`src/rtl/rf_wb_ctrl.sv`:
```
// Writeback controller for the RV32E register array: arbitrates EXU/LSU results
// onto the single write port, tracks pending writes and offers a commit bypass.

module rf_wb_query #(
  parameter int WIDTH   = 32,
  parameter int REG_NUM = 16
) (
  input  logic [4:0]         i_rs,
  input  logic [REG_NUM-1:0] i_busy,
  input  logic               i_wen,
  input  logic [4:0]         i_waddr,
  input  logic [WIDTH-1:0]   i_wdata,
  output logic               o_busy,
  output logic               o_fwd,
  output logic [WIDTH-1:0]   o_fwd_data
);
  logic w_hit;

  // x0 and out-of-range addresses never match, so they read as not busy.
  always_comb begin
    w_hit = 1'b0;
    for (int i = 1; i < REG_NUM; i++)
      if (i_rs == 5'(i)) w_hit = i_busy[i];
  end

  assign o_fwd      = i_wen && (i_waddr == i_rs) && (i_rs != 5'd0);
  assign o_busy     = w_hit && !o_fwd;
  assign o_fwd_data = i_wdata;
endmodule

module rf_wb_ctrl #(
  parameter int WIDTH   = 32,
  parameter int REG_NUM = 16
) (
  input  logic             clk,
  input  logic             rst,
  input  logic             exu_valid,
  output logic             exu_ready,
  input  logic [4:0]       exu_rd,
  input  logic [WIDTH-1:0] exu_data,
  input  logic             lsu_valid,
  output logic             lsu_ready,
  input  logic [4:0]       lsu_rd,
  input  logic [WIDTH-1:0] lsu_data,
  input  logic             issue_valid,
  input  logic [4:0]       issue_rd,
  input  logic [4:0]       rs1,
  input  logic [4:0]       rs2,
  output logic             rs1_busy,
  output logic             rs2_busy,
  output logic             rs1_fwd,
  output logic             rs2_fwd,
  output logic [WIDTH-1:0] rs1_fwd_data,
  output logic [WIDTH-1:0] rs2_fwd_data,
  output logic             rf_wen,
  output logic [4:0]       rf_waddr,
  output logic [WIDTH-1:0] rf_wdata,
  output logic             err_rd
);
  logic               w_lsu_acc, w_exu_acc, w_acc;
  logic [4:0]         w_rd;
  logic [WIDTH-1:0]   w_data;
  logic               w_rd_zero, w_rd_bad, w_commit, w_wen;
  logic [REG_NUM-1:0] w_set, w_clr, w_busy_vis;

  logic               r_wen;
  logic [4:0]         r_waddr;
  logic [WIDTH-1:0]   r_wdata;
  logic               r_err;
  logic [REG_NUM-1:0] r_busy;

  assign lsu_ready = !rst;
  assign exu_ready = !rst && !lsu_valid;

  assign w_lsu_acc = lsu_valid && lsu_ready;
  assign w_exu_acc = exu_valid && exu_ready;
  assign w_acc     = w_lsu_acc || w_exu_acc;
  assign w_rd      = w_lsu_acc ? lsu_rd   : exu_rd;
  assign w_data    = w_lsu_acc ? lsu_data : exu_data;
  assign w_rd_zero = (w_rd == 5'd0);
  assign w_rd_bad  = (32'(w_rd) >= REG_NUM);
  assign w_commit  = w_acc && !w_rd_zero && !w_rd_bad;

  // Reset masks the registered port so a write in flight at reset never lands.
  assign w_wen = r_wen && !rst;

  for (genvar i = 0; i < REG_NUM; i++) begin : g_sb
    if (i == 0) begin : g_x0
      assign w_set[i] = 1'b0;
      assign w_clr[i] = 1'b0;
    end else begin : g_rn
      assign w_set[i] = issue_valid && (issue_rd == 5'(i));
      assign w_clr[i] = w_wen && (r_waddr == 5'(i));
    end
  end

  always_ff @(posedge clk) begin
    if (rst) begin
      r_wen   <= 1'b0;
      r_waddr <= '0;
      r_wdata <= '0;
      r_err   <= 1'b0;
      r_busy  <= '0;
    end else begin
      r_wen <= w_commit;
      if (w_commit) begin
        r_waddr <= w_rd;
        r_wdata <= w_data;
      end
      if (w_acc && w_rd_bad) r_err <= 1'b1;
      // Set after clear: a younger producer re-marks the register busy.
      r_busy <= (r_busy & ~w_clr) | w_set;
    end
  end

  assign rf_wen     = w_wen;
  assign rf_waddr   = rst ? 5'd0 : r_waddr;
  assign rf_wdata   = rst ? '0 : r_wdata;
  assign err_rd     = r_err && !rst;
  assign w_busy_vis = rst ? '0 : r_busy;

  logic [1:0][4:0]       w_rs;
  logic [1:0]            w_q_busy, w_q_fwd;
  logic [1:0][WIDTH-1:0] w_q_data;

  assign w_rs = {rs2, rs1};

  for (genvar q = 0; q < 2; q++) begin : g_q
    rf_wb_query #(.WIDTH(WIDTH), .REG_NUM(REG_NUM)) u_q (
      .i_rs       (w_rs[q]),
      .i_busy     (w_busy_vis),
      .i_wen      (w_wen),
      .i_waddr    (r_waddr),
      .i_wdata    (r_wdata),
      .o_busy     (w_q_busy[q]),
      .o_fwd      (w_q_fwd[q]),
      .o_fwd_data (w_q_data[q])
    );
  end

  assign rs1_busy     = w_q_busy[0];
  assign rs2_busy     = w_q_busy[1];
  assign rs1_fwd      = w_q_fwd[0];
  assign rs2_fwd      = w_q_fwd[1];
  assign rs1_fwd_data = w_q_data[0];
  assign rs2_fwd_data = w_q_data[1];
endmodule

```
`config.mk`:
```
export PLATFORM = sky130hd
export DESIGN_NAME = rf_wb_ctrl
export DESIGN_NICKNAME = d
export VERILOG_FILES = /design/src/rtl/rf_wb_ctrl.sv
export SDC_FILE = /design/constraint.sdc
export NUM_CORES = 1
export LEC_CHECK = 0
export CORE_MARGIN = 5
export CORE_UTILIZATION = 69
export CTS_CLUSTER_DIAMETER = 150
export DETAILED_ROUTE_END_ITERATION = 8
export DONT_BUFFER_PORTS = 1
export GPL_TIMING_DRIVEN = 0
export HOLD_SLACK_MARGIN = 0.06
export MAX_ROUTING_LAYER = met4
export PLACE_DENSITY = 0.93
export SLEW_MARGIN = 5
export SYNTH_ARGS = -nofsm -noshare
export SYNTH_HDL_FRONTEND = slang
export SYNTH_SLANG_ARGS = --single-unit
```
`constraint.sdc`:
```
create_clock -name clk -period 2.9 [get_ports clk]
set_input_delay 0.58 -clock clk [delete_from_list [all_inputs] [get_ports clk]]
set_output_delay 0.58 -clock clk [all_outputs]
set_load 0.05 [all_outputs]
```
; Word level (Yosys, flattened, before mapping)
; Index checks and enable logic that the tools add are counted.
[classes]
n_lt_le_gt_ge = 1
mux = 35
reduce_logical = 54
n_eq_ne = 62
bitwise_logic = 3
[ops]
columns = operator, count
row1 = "5-bit by 4-bit == test with 1-bit output, second input constant", 32
row2 = "5-bit by 3-bit == test with 1-bit output, second input constant", 16
row3 = 32-bit two-way mux, 2
row4 = 1-bit logical AND, 44
row5 = "5-bit by 2-bit == test with 1-bit output, second input constant", 8
row6 = 1-bit two-way mux, 30
row7 = "5-bit by 1-bit == test with 1-bit output, second input constant", 4
row8 = 16-bit AND, 1
row9 = 16-bit two-way mux, 1
row10 = 16-bit NOT, 1
row11 = 16-bit bitwise OR, 1
row12 = 5-bit == test, 2
row13 = 5-bit two-way mux, 2
row14 = 5-bit nonzero test, 2
row15 = 1-bit zero test, 6
row16 = "5-bit greater-or-equal comparator, second input constant", 1
row17 = 5-bit zero test, 1
row18 = 1-bit logical OR, 1
[word_totals]
wordCells = 160
inputBits = 94
regBits = 55

; Logic depth before layout (Yosys ltp)
; Gate-level depths: netlist (run 1).
[logic_depth]
depth_word = 17
ltp_mapped = 7
mapped_depth_nobuf = 5

; Hierarchy
; Synthesis (run 1) repeated with hierarchy kept, for this count alone.
[unflattened]
hier_cells = 432
hier_area_um2 = 3668.5
[by_module_without_submodules]
columns = module, area_per_inst_um2, cells_per_inst, seq_area_each_um2, n_inst
row1 = rf_wb_ctrl, 2657.5, 304, 1081.0, 1
row2 = rf_wb_query, 505.5, 64, 0.0, 2

; Worst setup path before layout (run 1)
; No wires, ideal clock.
[synth_timing]
path_kind = input to output
from = input rs1[1]
to = output rs1_busy
path_buffers = 2
setup_slack_ps = -2263
path_stages = 5
arrival_time_ps = 4583
t_required_ps = 2320
cell_sequence = clkbuf_1 > buf_2 > nor2_1 > a2111oi_0 > a211oi_1
[synth_via]
word_cells_on_any_way = 36
classes_between = eq/ne (16) / mux (15) / reduce/logical (5)
[synth_lines]
columns = item, line_no
row1 = from (decl), 47  ; input logic [4:0] rs1,
row2 = 5-bit == test, 26  ; assign o_fwd = i_wen && (i_waddr == i_rs) && (i_rs != 5'd0);
row3 = 1-bit logical AND, 26
row4 = 1-bit logical AND (*), 26
row5 = named net rs1_fwd, 51  ; output logic rs1_fwd,
row6 = 1-bit zero test (*), 27  ; assign o_busy = w_hit && !o_fwd;
row7 = 1-bit logical AND (*), 27
row8 = to (decl), 49  ; output logic rs1_busy,
; Mark *: on every way through the listed nets, which the timed path passes. The rest lies on a longest branch.

; Worst setup path after layout (run 1)
[layout_timing]
from = input rs1[3]
to = output rs1_busy
; Same word-level chain as after synthesis.

==> impl_metrics.yaml, run 1 <==
clock_tree:
  postCtsSetupRepairBufs: 0
  cts_tree: "done"
  htree_num_levels: 2
  clockBufferDepth: 2
  clock_latency_ns: 0.31
  cts.sinks: 54
  root_buffer: "clkbuf_8"
  clk_pin_slew_ns: 0.09
  holdBufCountCts: 0
  numCtsBuffers: 5
yosys:
  netlist_instances: 425
  synth_top_cell_by_area: "dfxtp_1"
  synth_ff_type: "dfxtp_1"
  synth_common_cells: "dfxtp_1 (54), nor2_1 (50), nor2b_1 (48)"
  yosysMostFrequentCell: "dfxtp_1"
  async_flop_share_pct: 0
  ys.warnings.count: 0
  synth_nets: 519
  syn-cell-area_sq_um: 3560
  synth_area_per_cell_sq_um: 8.37
  synth_enable_flop_cells: 0
  ys_ff_latch: 54
  synthTopCellsByArea: "dfxtp_1 (30%), mux2i_1 (11%), nor2b_1 (8.4%)"
  synth-seq-area-share_pct: 30.4
  synth_cell_types: 51
  yosysTopAreaCellShare_pct: 30.4
floorplanning:
  num_io_pins: 203
  die_area_sq_um: 6690
  die_x_um: 81.8
  initial_core_util_pct: 70.5
  num_rows: 26
  core_sq_um: 5040
  die_y_um: 81.8
final_layout:
  final_net_count: 521
  areaGrowthSynthToFinish_pct: 7.11
  multi_input_area_sq_um: 2080
  final_layout_size_suffix_gt1_share_pct: 22.5
  final_util_pct: 75.5
  seqCellArea_sq_um: 1080
  fill_cells: 373
  insertedDiodeCount: 0
sta:
  fin_crit_ns: 2.81
  finClkSkew_ns: 0.0101
  maxSlewViolCount: 0
  grt_setup_unrepaired: "no"
  setup_viol: 0
  finalCritPeriodShare_pct: 96.9
  fin_setup_tns_ns: 0
  worstMarginPinSlew_ns: 1.13
  worst_hold_slack_ns: 0.368
  fmax_mhz: 356
  max_slew_margin_pct: 24.5
  final-hold-violation-count: 0
critical_path:
  reg2reg_depth: 3
  r2r_start: "r_wdata[25]"
  path_cells: "clkbuf_1, xnor2_1, nand4_1, a2111oi_4, a211oi_4"
  path_buf_inv: 1
  path_class: "in -> out"
  r2r_end: "r_wdata[25]"
  required_ns: 2.32
  start_kind: "primary input"
  rrSetupSlack_ns: 0.94
  slowest_delay_ns: 0.85
  arrival_ns: 2.23
  critPathCaptureType: "primary output"
  cpLargestDelayFamily: "compound AO/OA/AOI/OAI gates"
  crit_fanout: 7
  crit_slowest_cell: "a2111oi_4"
run_status:
  outcome: "complete, no violations"
route:
  drcViolationCount: 0
  viasPerCell: 6.53
  vias: 3247
  first_pass_iters: 5
  routed_wirelength_um: 10900
  wire_per_inst_um: 22.0
  route.antenna.remaining_nets: 0
  drt-initial-drc-count: 323
grt:
  grt_max_degree: 16
  grt_pass1_vias: 3234
  grt_pass1_wl_um: 15900
  antenna_found_initial: 0
  grt_util_all_layers_pct: 32.1
  overflow: 0
hold_path:
  hold_start: "issue_rd[1]"
  hold_class: "in -> reg"
  min_path_cells: 1
  hold_path_end: "r_busy[12]"
pwr:
  power_leakage_nw: 1.40
  total_power_w: 0.00216
  cellPowerDensity_nw_per_um2: 568
  ir_drop_uv: 459
run:
  maxCapViolCount: 0
place:
  gp_congestion: 1.00
  dp_hpwl_um: 8510
  port_buffers: 0
## metal layers
metal	global-route usage, %	wire length (um)
met1	39.6	4080
met2	50.8	5630
met3	7.57	963
met4	12.3	265
met5	-	0
## worst max-delay path by stage
stage,start,end,slack [ns],cells after the start
global route,rs1[3],rs1_busy,0.03,5
floorplan,rs2[2],rs2_busy,0.07,6
detailed placement,rs1[1],rs1_busy,-0.14,7
finish,rs1[3],rs1_busy,0.09,5
CTS,r_waddr[1],rs1_busy,0.02,4
global placement,rs1[1],rs1_busy,-0.08,7
## placed cells by master (no fill, tap or decap), types with 2 or more instances in the layout
cell      synthesis  layout
nand2_1           8       8
clkbuf_2          0       3
a22oi_1           3       3
buf_1             3       2
nor4_1            5       4
o211ai_1          3       3
clkbuf_1         16       9
o22ai_1           2       2
o21ai_0          14      14
buf_4            37      37
nand2b_1         11      11
a211oi_2          4       4
inv_1             6       6
a211oi_1         11       9
nor3_1            6       6
o311ai_0          3       3
dfxtp_1          54      51
clkbuf_8          0       6
or3_1             6       6
a21oi_2          22      22
buf_6             5       5
mux2i_1          38      38
nand3_1           8       8
nor2_1           50      49
or4_1             2       2
buf_2             6       6
nand3b_1          4       4
mux2_2            2       2
nor2b_1          48      47
a21oi_1          12      12
o21a_1            2       2
a311oi_1          2       2
o32ai_1           2       2
xnor2_1           7       7
dfxtp_2           0       3
o41ai_1           3       3
a32oi_1           2       2
a211oi_4          0       2
xor2_1            2       2
## layout make-up
class                      instances  share of cell area (%)
multi-input combinational        297                    54.5
sequential                        54                    28.5
buffer                            62                    11.0
tap                               70                    2.30
clock buffer                       6                    2.17
clock inverter                     1                   0.788
inverter                           7                   0.690
## kinds of logic (layout without fill, tap and decap cells)
family,after synthesis,after routing,synth area share (%)
AND/OR/NAND/NOR,151,151,22.4
AO/OA/AOI/OAI,96,96,20.4
buffers and inverters,74,76,13.0
flip-flops,54,54,30.4
multiplexers,41,41,11.6
XOR/XNOR,9,9,2.22
## registers in the layout (all words and copies together) (netlist names)
name / flops
r_busy: 15
r_err: 1
r_waddr: 5
r_wdata: 32
r_wen: 1
## power breakdown
part	internal (W)	switching (W)
clock	0.000277	0.000247
combinational	0.000181	0.000458
sequential	0.000794	0.000208
## stage by stage
step	cells	instance area [sq um]	setup slack (ns)
2_1_floorplan	425	3600	0.0717
4_1_cts	498	3800	0.0178
3_5_place_dp	495	3690	-0.142
3_3_place_gp	495	3690	-0.0808
5_1_grt	497	3810	0.0273
6_report	497	3810	0.0892
## repair_timing
item / CTS / global route
endpoints found under the hold margin: 0 / 0
endpoints found under the setup margin: 2 / 3
resized for setup: 6 / 4
pin swaps: 1 / 3
No activity file was read; power rests on OpenSTA's default activity.
==> run 2, diff against run 1 <==
Settings changed: CAP_MARGIN set to 20.
==> results of run 2 <==
Final layout, timing and power as in run 1 (identical DEF).
